### src/rtl/melody_sequencer.sv
// Melody sequencer: steps through a fixed per-game note ROM, driving a one-hot
// note select and tone enable, with programmable note length and inter-note gap.
module melody_sequencer #(
  parameter int NOTE_CYCLES = 12500000,
  parameter int GAP_CYCLES  = 1250000
) (
  input  logic       CLOCK_50,
  input  logic       reset,
  input  logic       start,
  input  logic [2:0] melody_id,
  output logic [6:0] SEL,
  output logic       enable,
  output logic       busy,
  output logic       done
);

  localparam int MAXC = (NOTE_CYCLES > GAP_CYCLES) ? NOTE_CYCLES : GAP_CYCLES;
  localparam int TW   = (MAXC > 1) ? $clog2(MAXC + 1) : 1;
  localparam int GAP_M1 = (GAP_CYCLES > 0) ? GAP_CYCLES - 1 : 0;
  localparam logic [TW-1:0] NOTE_LAST = TW'(NOTE_CYCLES - 1);
  localparam logic [TW-1:0] GAP_LAST  = TW'(GAP_M1);
  localparam bit HAS_GAP = (GAP_CYCLES > 0);

  typedef enum logic [1:0] {IDLE, PLAY, GAP, DONE} state_t;

  state_t        state_q, state_d;
  logic [2:0]    id_q, id_d;
  logic [2:0]    idx_q, idx_d;
  logic [TW-1:0] timer_q, timer_d;
  logic [6:0]    sel_q, sel_d;
  logic          en_q, en_d;
  logic          busy_q, busy_d;
  logic          done_q, done_d;

  // Note ROM: element i of each row is the i-th note played.
  function automatic logic [2:0] rom_note(input logic [2:0] id, input logic [2:0] i);
    logic [7:0][2:0] row;
    case (id)
      3'd0:    row = {3'd0, 3'd0, 3'd2, 3'd4, 3'd5, 3'd3, 3'd6, 3'd2};
      3'd1:    row = {3'd6, 3'd6, 3'd6, 3'd6, 3'd2, 3'd4, 3'd2, 3'd2};
      3'd2:    row = {3'd0, 3'd0, 3'd0, 3'd0, 3'd0, 3'd0, 3'd6, 3'd4};
      3'd3:    row = {3'd0, 3'd0, 3'd0, 3'd0, 3'd0, 3'd0, 3'd0, 3'd1};
      3'd4:    row = {3'd0, 3'd0, 3'd0, 3'd0, 3'd0, 3'd2, 3'd3, 3'd5};
      default: row = '0;
    endcase
    return row[i];
  endfunction

  function automatic logic [2:0] last_idx(input logic [2:0] id);
    case (id)
      3'd0:    return 3'd5;
      3'd1:    return 3'd7;
      3'd2:    return 3'd1;
      3'd3:    return 3'd1;
      3'd4:    return 3'd3;
      default: return 3'd0;
    endcase
  endfunction

  always_comb begin
    state_d = state_q;
    id_d    = id_q;
    idx_d   = idx_q;
    timer_d = timer_q;
    sel_d   = sel_q;
    en_d    = en_q;
    busy_d  = busy_q;
    done_d  = 1'b0;
    case (state_q)
      IDLE: begin
        sel_d  = '0;
        en_d   = 1'b0;
        busy_d = 1'b0;
        if (start) begin
          if (melody_id <= 3'd4) begin
            state_d = PLAY;
            id_d    = melody_id;
            idx_d   = '0;
            timer_d = '0;
            sel_d   = 7'd1 << rom_note(melody_id, 3'd0);
            en_d    = 1'b1;
            busy_d  = 1'b1;
          end else begin
            state_d = DONE;
            done_d  = 1'b1;
          end
        end
      end
      PLAY: begin
        if (timer_q == NOTE_LAST) begin
          timer_d = '0;
          if (idx_q == last_idx(id_q)) begin
            state_d = DONE;
            sel_d   = '0;
            en_d    = 1'b0;
            busy_d  = 1'b0;
            done_d  = 1'b1;
          end else if (HAS_GAP) begin
            state_d = GAP;
            sel_d   = '0;
            en_d    = 1'b0;
          end else begin
            // No gap: identical consecutive notes merge into one tone.
            idx_d = idx_q + 3'd1;
            sel_d = 7'd1 << rom_note(id_q, idx_q + 3'd1);
          end
        end else begin
          timer_d = timer_q + 1'b1;
        end
      end
      GAP: begin
        if (timer_q == GAP_LAST) begin
          state_d = PLAY;
          timer_d = '0;
          idx_d   = idx_q + 3'd1;
          sel_d   = 7'd1 << rom_note(id_q, idx_q + 3'd1);
          en_d    = 1'b1;
        end else begin
          timer_d = timer_q + 1'b1;
        end
      end
      DONE: begin
        state_d = IDLE;
        sel_d   = '0;
        en_d    = 1'b0;
        busy_d  = 1'b0;
      end
      default: state_d = IDLE;
    endcase
  end

  always_ff @(posedge CLOCK_50 or posedge reset) begin
    if (reset) begin
      state_q <= IDLE;
      id_q    <= '0;
      idx_q   <= '0;
      timer_q <= '0;
      sel_q   <= '0;
      en_q    <= 1'b0;
      busy_q  <= 1'b0;
      done_q  <= 1'b0;
    end else begin
      state_q <= state_d;
      id_q    <= id_d;
      idx_q   <= idx_d;
      timer_q <= timer_d;
      sel_q   <= sel_d;
      en_q    <= en_d;
      busy_q  <= busy_d;
      done_q  <= done_d;
    end
  end

  assign SEL    = sel_q;
  assign enable = en_q;
  assign busy   = busy_q;
  assign done   = done_q;

endmodule
### config.mk
export PLATFORM = sky130hd
export DESIGN_NAME = melody_sequencer
export DESIGN_NICKNAME = d
export VERILOG_FILES = /design/src/rtl/melody_sequencer.sv
export SDC_FILE = /design/constraint.sdc
export NUM_CORES = 1
export LEC_CHECK = 0
export ABC_AREA = 1
export CORE_MARGIN = 4
export CORE_UTILIZATION = 35
export DETAILED_ROUTE_END_ITERATION = 10
export SLEW_MARGIN = 20
export SYNTH_ARGS = -nofsm -noshare
export SYNTH_HDL_FRONTEND = slang
export SYNTH_SLANG_ARGS = --single-unit
### constraint.sdc
create_clock -name CLOCK_50 -period 2.55 [get_ports CLOCK_50]
set_clock_uncertainty 0.1 [all_clocks]
set_input_delay 0.51 -clock CLOCK_50 [delete_from_list [all_inputs] [get_ports CLOCK_50]]
set_output_delay 0.51 -clock CLOCK_50 [all_outputs]
set_load 0.005 [all_outputs]
==> results of run 1 <==
final timing paths:
kind | endpoint | slack, ps | depth (start not counted)
worst max-delay path | timer_q[22] | 350 | 13
worst min-delay path | SEL[0] | 400 | 2
worst max register to register | timer_q[22] | 350 | 13
worst min register to register | SEL[0] | 400 | 2
max in group asynchronous | timer_q[12] | 1400 | 3
min in group asynchronous | SEL[6] | 430 | 2
registers in the layout, summed over array words and instances (netlist names):
signal / flops
SEL: 7
done: 1
state_q: 2
id_q: 3
timer_q: 24
idx_q: 3
enable: 1
busy: 1
routing by layer:
metal / wire length, um / vias up / track usage, % / share of wire (%)
li1: - / 1306 / - / -
met1: 3210 / 1156 / 20.6 / 50
met2: 2930 / 49 / 22.4 / 46
met3: 172 / 5 / 1.80 / 2.7
met4: 71 / 0 / 4.64 / 1.1
met5: 0 / - / 0 / 0
metrics by stage:
stage,hold WS (ps),util [%],setup slack (ps)
after floorplan,372,-,721
after global placement,370,39.7,282
after detailed placement,385,39.7,235
after CTS,407,41.1,354
after global routing,429,41.1,209
final,400,41.1,353
cell usage in the layout (no fill, tap or decap), types with 5 or more instances in the layout:
cell,synthesis,layout
a21oi_1,5,5
clkbuf_8,0,5
clkdlybuf4s50_1,0,15
dfrtp_1,42,42
ha_1,7,7
inv_1,47,46
nand2_1,98,98
nand3_1,45,45
nand4_1,8,8
nor2_1,78,78
nor3_1,7,7
o21ai_0,14,14
xnor2_1,6,6
xor2_1,13,13
cell families (layout without fill, tap and decap cells):
family,Yosys count,after routing
flip-flops,42,42
XOR/XNOR,19,19
buffers and inverters,57,79
adder cells (fa/ha/maj),7,7
AND/OR/NAND/NOR,252,252
AO/OA/AOI/OAI,25,25
area by class of cell:
cell class / count / area [um2]
clock buffer: 5 / 68.8
sequential: 42 / 1050
tap: 102 / 128
multi-input combinational: 303 / 1480
inverter: 52 / 200
timing repair buffer: 19 / 193
clock inverter: 3 / 40.0
fill: 817 / 4530
critical path, delay by kind of cell, from the launching register on:
family                   cells  cell delay, ps
buffers and inverters        3             280
AND/OR/NAND/NOR              9            1030
flip-flops                   1             470
adder cells (fa/ha/maj)      1             260
where the power goes:
| group | leakage (nW) | internal [mW] | switching (mW) | total, mW |
|---|---|---|---|---|
| Sequential | 0.570 | 0.776 | 0.104 | 0.880 |
| Combinational | 0.833 | 0.488 | 0.929 | 1.42 |
| Clock | 0.0579 | 0.289 | 0.244 | 0.533 |
==> flow_metrics.py, run 1 <==
metrics = {
    "routing": {
        "firstDrtPassIters": 4,
        "drt-initial-drc-count": 151,
        "drc": 0,
        "vias": 2516,
        "ant_nets": 0,
        "vias_per_cell": 4.78,
        "avgRoutedWirePerCell_um": 12.1,
        "drt-total-wl_um": 6380,
    },
    "logic_synthesis": {
        "synth_area_per_cell_um2": 6.88,
        "synth_edf_count": 0,
        "ys_ff_latch": 42,
        "synth-compound-area-share_pct": 4.80,
        "async_flop_share_pct": 100,
        "synthAdderAreaFrac_pct": 3.17,
        "synth_cell_types": 27,
        "synth-warning-count": 0,
        "synth_common_cells": "98 x nand2_1, 78 x nor2_1, 47 x inv_1",
        "yosysSeqAreaShare_pct": 38.0,
        "synth_area_leaders": "dfrtp_1 38%, nand2_1 13%, nor2_1 11%",
        "synth-simple-area-share_pct": 39.6,
        "synth_xor_xnor_area_share_pct": 6.02,
        "synth.top_cell.area_share_pct": 38.0,
        "synth_largest_area_cell": "dfrtp_1",
        "synth_flop_cell": "dfrtp_1",
        "synth.most_common_cell": "nand2_1",
        "syn_inst": 402,
        "netlist_area_um2": 2760,
        "synth_top_family_by_area": "simple AND/OR/NAND/NOR gates",
        "synthMuxAreaShare_pct": 0,
        "syn_nets": 415,
    },
    "layout": {
        "num-nets-final": 436,
        "n_antenna_cell": 0,
        "drive_above_1_share_pct": 6.60,
        "fin_cells": 526,
        "final_area_um2": 3160,
        "area_growth_pct": 14.4,
    },
    "timing": {
        "max_freq_mhz": 455,
        "fin_tns_setup_ps": 0,
        "slew_violations": 0,
        "hold_violations": 0,
        "tightest_slew_ps": 700,
        "period_share_pct": 86.2,
        "slew_headroom_pct": 53.0,
        "rsz0062_at_grt": "false",
        "min_period_ps": 2200,
        "setup_viol": 0,
    },
    "clock_tree": {
        "cts_max_path_buffers": 2,
        "cts_tree": "built",
        "cts_sinks": 42,
        "clockRootBuffer": "clkbuf_8",
        "cts_setup_buffers": 0,
        "cts.htree.levels": 2,
        "clk_pin_slew_ps": 90,
        "clk-insertion-delay-late_ps": 300,
        "cts_hold_buf": 0,
        "numCtsBuffers": 5,
        "cts_resized": 0,
    },
    "worst_setup_path": {
        "worstPathMaxFanout": 6,
        "critPathCaptureType": "flop",
        "arrival_ps": 2330,
        "r2r-start": "state_q[0]",
        "critPathSlowestCell": "dfrtp_1",
        "critPathMaxStageDelay_ps": 470,
        "crit_required_ps": 2680,
        "cp-startpoint": "state_q[0]",
        "path_class": "reg -> reg",
        "critPathMostFrequentCell": "nand2_1",
        "cp-start-kind": "flop",
        "cp_cell_sequence": "inv_1, ha_1, inv_2, nor2_1, nor2_1, nand2_1, nor2_2, nand2_1, nor2_2, nand2_1, nand2_1, inv_1, nor2_1",
    },
    "global_routing": {
        "grt_usage_pct": 14.4,
        "grt_overflow": 0,
        "grt_max_degree": 26,
        "grt_pass1_vias": 2371,
        "grt_antenna_before_repair": 0,
        "grt_pass1_wl_um": 11200,
    },
    "placement": {
        "place_inst": 518,
        "hpwl_um": 5050,
        "port_buffers": 15,
        "place_congestion": 0.883,
        "placed_area_um2": 3050,
    },
    "floorplan": {
        "dieHeight_um": 96.9,
        "core_um2": 7690,
        "rows": 32,
        "start_util_pct": 36.0,
        "die_area_um2": 9380,
        "chipWidth_um": 96.9,
        "ios": 16,
    },
    "worst_hold_path": {
        "min-delay-start": "SEL[0]",
        "hold_path.class": "reg -> reg",
    },
    "flow_run": {
        "drv_cap": 0,
    },
    "outcome": {
        "status": "complete, no violations",
    },
    "pwr": {
        "power_density_nw_per_um2": 895,
        "power.leakage_nw": 1.46,
        "p_total_mw": 2.83,
        "vdd_drop_max_mv": 0.520,
    },
}
(Power assumes the default switching activity.)
==> run 2: changes to the inputs <==
Settings changed: CORE_MARGIN 4 to 3, REMOVE_ABC_BUFFERS set to 1, SKIP_CTS_REPAIR_TIMING set to 1.
==> flow_metrics.py, run 2 (same netlist as run 1, synthesis figures left out) <==
metrics = {
    "worst_setup_path": {
        "cp-start-kind": "flop",
        "worstPathMaxFanout": 11,
        "critPathCaptureType": "flop",
        "crit_required_ps": 2690,
        "path_class": "reg -> reg",
        "arrival_ps": 2270,
    },
    "clock_tree": {
        "clk-insertion-delay-late_ps": 300,
        "clockRootBuffer": "clkbuf_8",
        "cts_sinks": 42,
        "cts_tree": "built",
        "numCtsBuffers": 5,
        "cts_max_path_buffers": 2,
        "clk_pin_slew_ps": 90,
        "cts.htree.levels": 2,
    },
    "floorplan": {
        "core_um2": 7450,
        "ios": 16,
        "rows": 31,
        "die_area_um2": 9000,
        "start_util_pct": 37.1,
        "dieHeight_um": 94.9,
        "chipWidth_um": 94.9,
    },
    "pwr": {
        "p_int_mw": 1.48,
        "vdd_drop_max_mv": 0.505,
        "pwr-share-comb_pct": 51.5,
        "power.leakage_nw": 1.45,
        "clkPwrFrac_pct": 16.6,
        "p_total_mw": 2.76,
        "p_seq_share_pct": 31.9,
        "swShare_pct": 46.3,
        "power_density_nw_per_um2": 879,
        "switchingPower_mw": 1.28,
    },
    "routing": {
        "ant_nets": 0,
        "vias_per_cell": 4.78,
        "avgRoutedWirePerCell_um": 12.1,
        "firstDrtPassIters": 4,
        "drt-initial-drc-count": 116,
        "drt-total-wl_um": 6320,
        "drc": 0,
        "vias": 2504,
    },
    "global_routing": {
        "grt_antenna_before_repair": 0,
        "grt_pass1_wl_um": 11100,
        "grt_usage_pct": 15.4,
        "grt_max_degree": 20,
        "grt_pass1_vias": 2390,
        "grt_overflow": 0,
    },
    "timing": {
        "max_freq_mhz": 469,
        "min_period_ps": 2130,
        "setup_viol": 0,
        "period_share_pct": 83.6,
        "slew_headroom_pct": 51.5,
        "slew_violations": 0,
        "tightest_slew_ps": 723,
        "rsz0062_at_grt": "false",
        "hold-worst-slack_ps": 386,
        "fin_tns_setup_ps": 0,
        "worst_slack_ps": 418,
        "hold_violations": 0,
    },
    "placement": {
        "dpl_worst_slack_ps": 294,
        "port_buffers": 15,
        "hpwl_um": 4930,
        "place_inst": 516,
        "placed_area_um2": 3040,
        "place_congestion": 0.859,
    },
    "layout": {
        "n_antenna_cell": 0,
        "fin_cells": 524,
        "utilization_pct": 42.2,
        "final_area_um2": 3140,
        "drive_above_1_share_pct": 6.82,
        "final_common_cell": "nand2_1",
        "area_growth_pct": 13.6,
        "num-nets-final": 437,
        "max_flop_register": "timer_q",
        "largest_reg_flops": 24,
        "mostFrequentLayoutCells": "98 x nand2_1, 78 x nor2_1, 46 x inv_1",
    },
    "flow_run": {
        "drv_cap": 0,
    },
    "outcome": {
        "status": "complete, no violations",
    },
    "worst_hold_path": {
        "hold_path.class": "reg -> reg",
    },
}
## run 2: power by group through the flow
stage | Combinational, mW | Sequential, mW | Clock [mW]
floorplan | 1.01 | 0.874 | 0
global placement | 1.42 | 0.892 | 0
detailed placement | 1.43 | 0.890 | 0
CTS | 1.43 | 0.879 | 0.469
global route | 1.63 | 0.898 | 0.490
finish | 1.42 | 0.879 | 0.459
## run 2: area by class of cell
cell class / count / area [um2]
multi-input cells: 303 / 1480
repair buffers: 20 / 188
inverters: 52 / 200
clock inverters: 2 / 12.5
fillers: 759 / 4310
flip-flops and latches: 42 / 1050
well taps: 99 / 124
clock buffers: 6 / 82.6
## run 2: worst paths after layout
check,slack [ps],endpoint,from,depth (start not counted)
hold / removal,390,SEL[0],SEL[0],2
setup reg to reg,420,timer_q[23],state_q[0],11
setup / recovery,420,timer_q[23],state_q[0],11
hold reg to reg,390,SEL[0],SEL[0],2
max in group asynchronous,1320,timer_q[4],reset,3
min in group asynchronous,440,timer_q[15],reset,2
## run 2: routing by layer
layer	up-vias	wire length [um]	part of all wire, %	global-route usage (%)
li1	1305	-	-	-
met1	1142	3120	49	21.1
met2	47	2920	46	24.6
met3	10	168	2.7	2.31
met4	0	108	1.7	5.41
met5	-	0	0	0
## run 2: worst max-delay path: stages (launching register included)
cell,delay [ps]
dfrtp_1,470
inv_1,110
ha_1,260
inv_2,120
nor2_1,70
nor2_1,90
nand2_1,130
buf_4,210
nor3_1,240
a21o_1,150
nand2_1,50
nor2_1,80
==> run 3: changes to the inputs <==
Clock period 2.55 ns to 2.1 ns, I/O delays scaled along.
==> flow_metrics.py, run 3 (same netlist as run 1, synthesis figures left out) <==
metrics = {
    "clock_tree": {
        "numCtsBuffers": 5,
        "cts_sinks": 42,
        "clk_pin_slew_ps": 70,
        "cts_tree": "built",
        "clockRootBuffer": "clkbuf_8",
        "clk-insertion-delay-late_ps": 290,
        "cts.htree.levels": 2,
        "cts_max_path_buffers": 2,
    },
    "timing": {
        "min_period_ps": 1910,
        "period_share_pct": 91.1,
        "slew_headroom_pct": 72.6,
        "worst_slack_ps": 187,
        "slew_violations": 0,
        "max_freq_mhz": 523,
        "hold_violations": 0,
        "setup_viol": 0,
        "tightest_slew_ps": 407,
    },
    "layout": {
        "final_common_cell": "nand2_1",
        "drive_above_1_share_pct": 9.20,
        "num-nets-final": 448,
        "mostFrequentLayoutCells": "98 x nand2_1, 77 x nor2_1, 46 x inv_1",
        "n_antenna_cell": 0,
        "utilization_pct": 43.3,
        "largest_reg_flops": 24,
        "area_growth_pct": 16.7,
        "max_flop_register": "timer_q",
    },
    "worst_setup_path": {
        "cp-start-kind": "flop",
        "cp_cell_sequence": "inv_1, ha_1, inv_2, nor2_2, nor2_1, nand2_1, buf_4, nor3_2, a21o_1, nand2_1, nor2_1",
        "critPathMaxStageDelay_ps": 440,
        "path_class": "reg -> reg",
        "worstPathMaxFanout": 11,
        "critPathSlowestCell": "dfrtp_2",
        "crit_required_ps": 2180,
        "arrival_ps": 1990,
        "critPathCaptureType": "flop",
    },
    "floorplan": {
        "ios": 16,
        "start_util_pct": 37.1,
        "chipWidth_um": 94.9,
        "rows": 31,
        "dieHeight_um": 94.9,
        "core_um2": 7450,
        "die_area_um2": 9000,
    },
    "placement": {
        "port_buffers": 15,
        "dpl_worst_slack_ps": -5.14,
        "place_congestion": 0.915,
        "hpwl_um": 4960,
    },
    "routing": {
        "vias": 2581,
        "drt-total-wl_um": 6540,
        "avgRoutedWirePerCell_um": 12.2,
        "drt-initial-drc-count": 147,
        "firstDrtPassIters": 5,
        "ant_nets": 0,
        "vias_per_cell": 4.83,
        "drc": 0,
    },
    "outcome": {
        "status": "complete, no violations",
    },
    "global_routing": {
        "grt_pass1_wl_um": 11400,
        "grt_pass1_vias": 2443,
        "grt_antenna_before_repair": 0,
        "grt_usage_pct": 15.6,
        "grt_overflow": 0,
        "grt_max_degree": 43,
    },
    "pwr": {
        "power.leakage_nw": 1.50,
        "power_density_nw_per_um2": 1050,
        "vdd_drop_max_mv": 0.547,
    },
    "worst_hold_path": {
        "hold_path.class": "in -> async",
    },
    "flow_run": {
        "drv_cap": 0,
    },
}
==> run 3: stage by stage <==
| step | total power, mW | hold WS [ps] | cell area, um2 | instances | setup TNS, ps |
|---|---|---|---|---|---|
| floorplan | 2.29 | 372 | 2730 | 397 | 0 |
| global route | 3.70 | 402 | 3220 | 534 | -1.71 |
| finish | 3.37 | 359 | 3220 | 534 | 0 |
| global placement | 2.86 | 365 | 3120 | 525 | 0 |
| CTS | 3.36 | 384 | 3200 | 532 | 0 |
| detailed placement | 2.86 | 368 | 3120 | 525 | -5.14 |
==> run 3: worst max-delay path: cells and delay by family, from the launching register on <==
family / cells / cell delay, ps
adder cells (fa/ha/maj): 1 / 240
AND/OR/NAND/NOR: 6 / 500
flip-flops: 1 / 440
AO/OA/AOI/OAI: 1 / 160
buffers and inverters: 3 / 380
==> run 3: final cells by class <==
| cell class | instances | area (um2) |
|---|---|---|
| fill | 802 | 4220 |
| multi-input combinational | 303 | 1490 |
| sequential | 42 | 1050 |
| timing repair buffer | 31 | 283 |
| inverter | 52 | 200 |
| tap | 99 | 124 |
| clock buffer | 7 | 76.3 |
==> run 3: worst paths after layout <==
path / startpoint / endpoint / slack [ps] / cells past startpoint
setup / recovery: state_q[0] / timer_q[23] / 190 / 11
hold / removal: reset / SEL[6] / 360 / 3
setup reg to reg: state_q[0] / timer_q[23] / 190 / 11
hold reg to reg: SEL[6] / SEL[6] / 390 / 2
max in group asynchronous: reset / state_q[0] / 1300 / 3
min in group CLOCK_50: SEL[6] / SEL[6] / 390 / 2
==> run 3: power breakdown <==
part           internal, mW  switching [mW]  total, mW
Clock                 0.229           0.265      0.494
Sequential            0.945           0.116       1.06
Combinational         0.649            1.17       1.82
Total                  1.82            1.55       3.37
==> run 3: routing by layer <==
| metal | track usage, % | part of all wire, % | vias to the layer above |
|---|---|---|---|
| met4 | 4.21 | 1.1 | 0 |
| met3 | 2.15 | 3.4 | 7 |
| met2 | 24.8 | 46 | 56 |
| met1 | 22.0 | 49 | 1189 |
| met5 | 0 | 0 | - |
| li1 | - | - | 1329 |
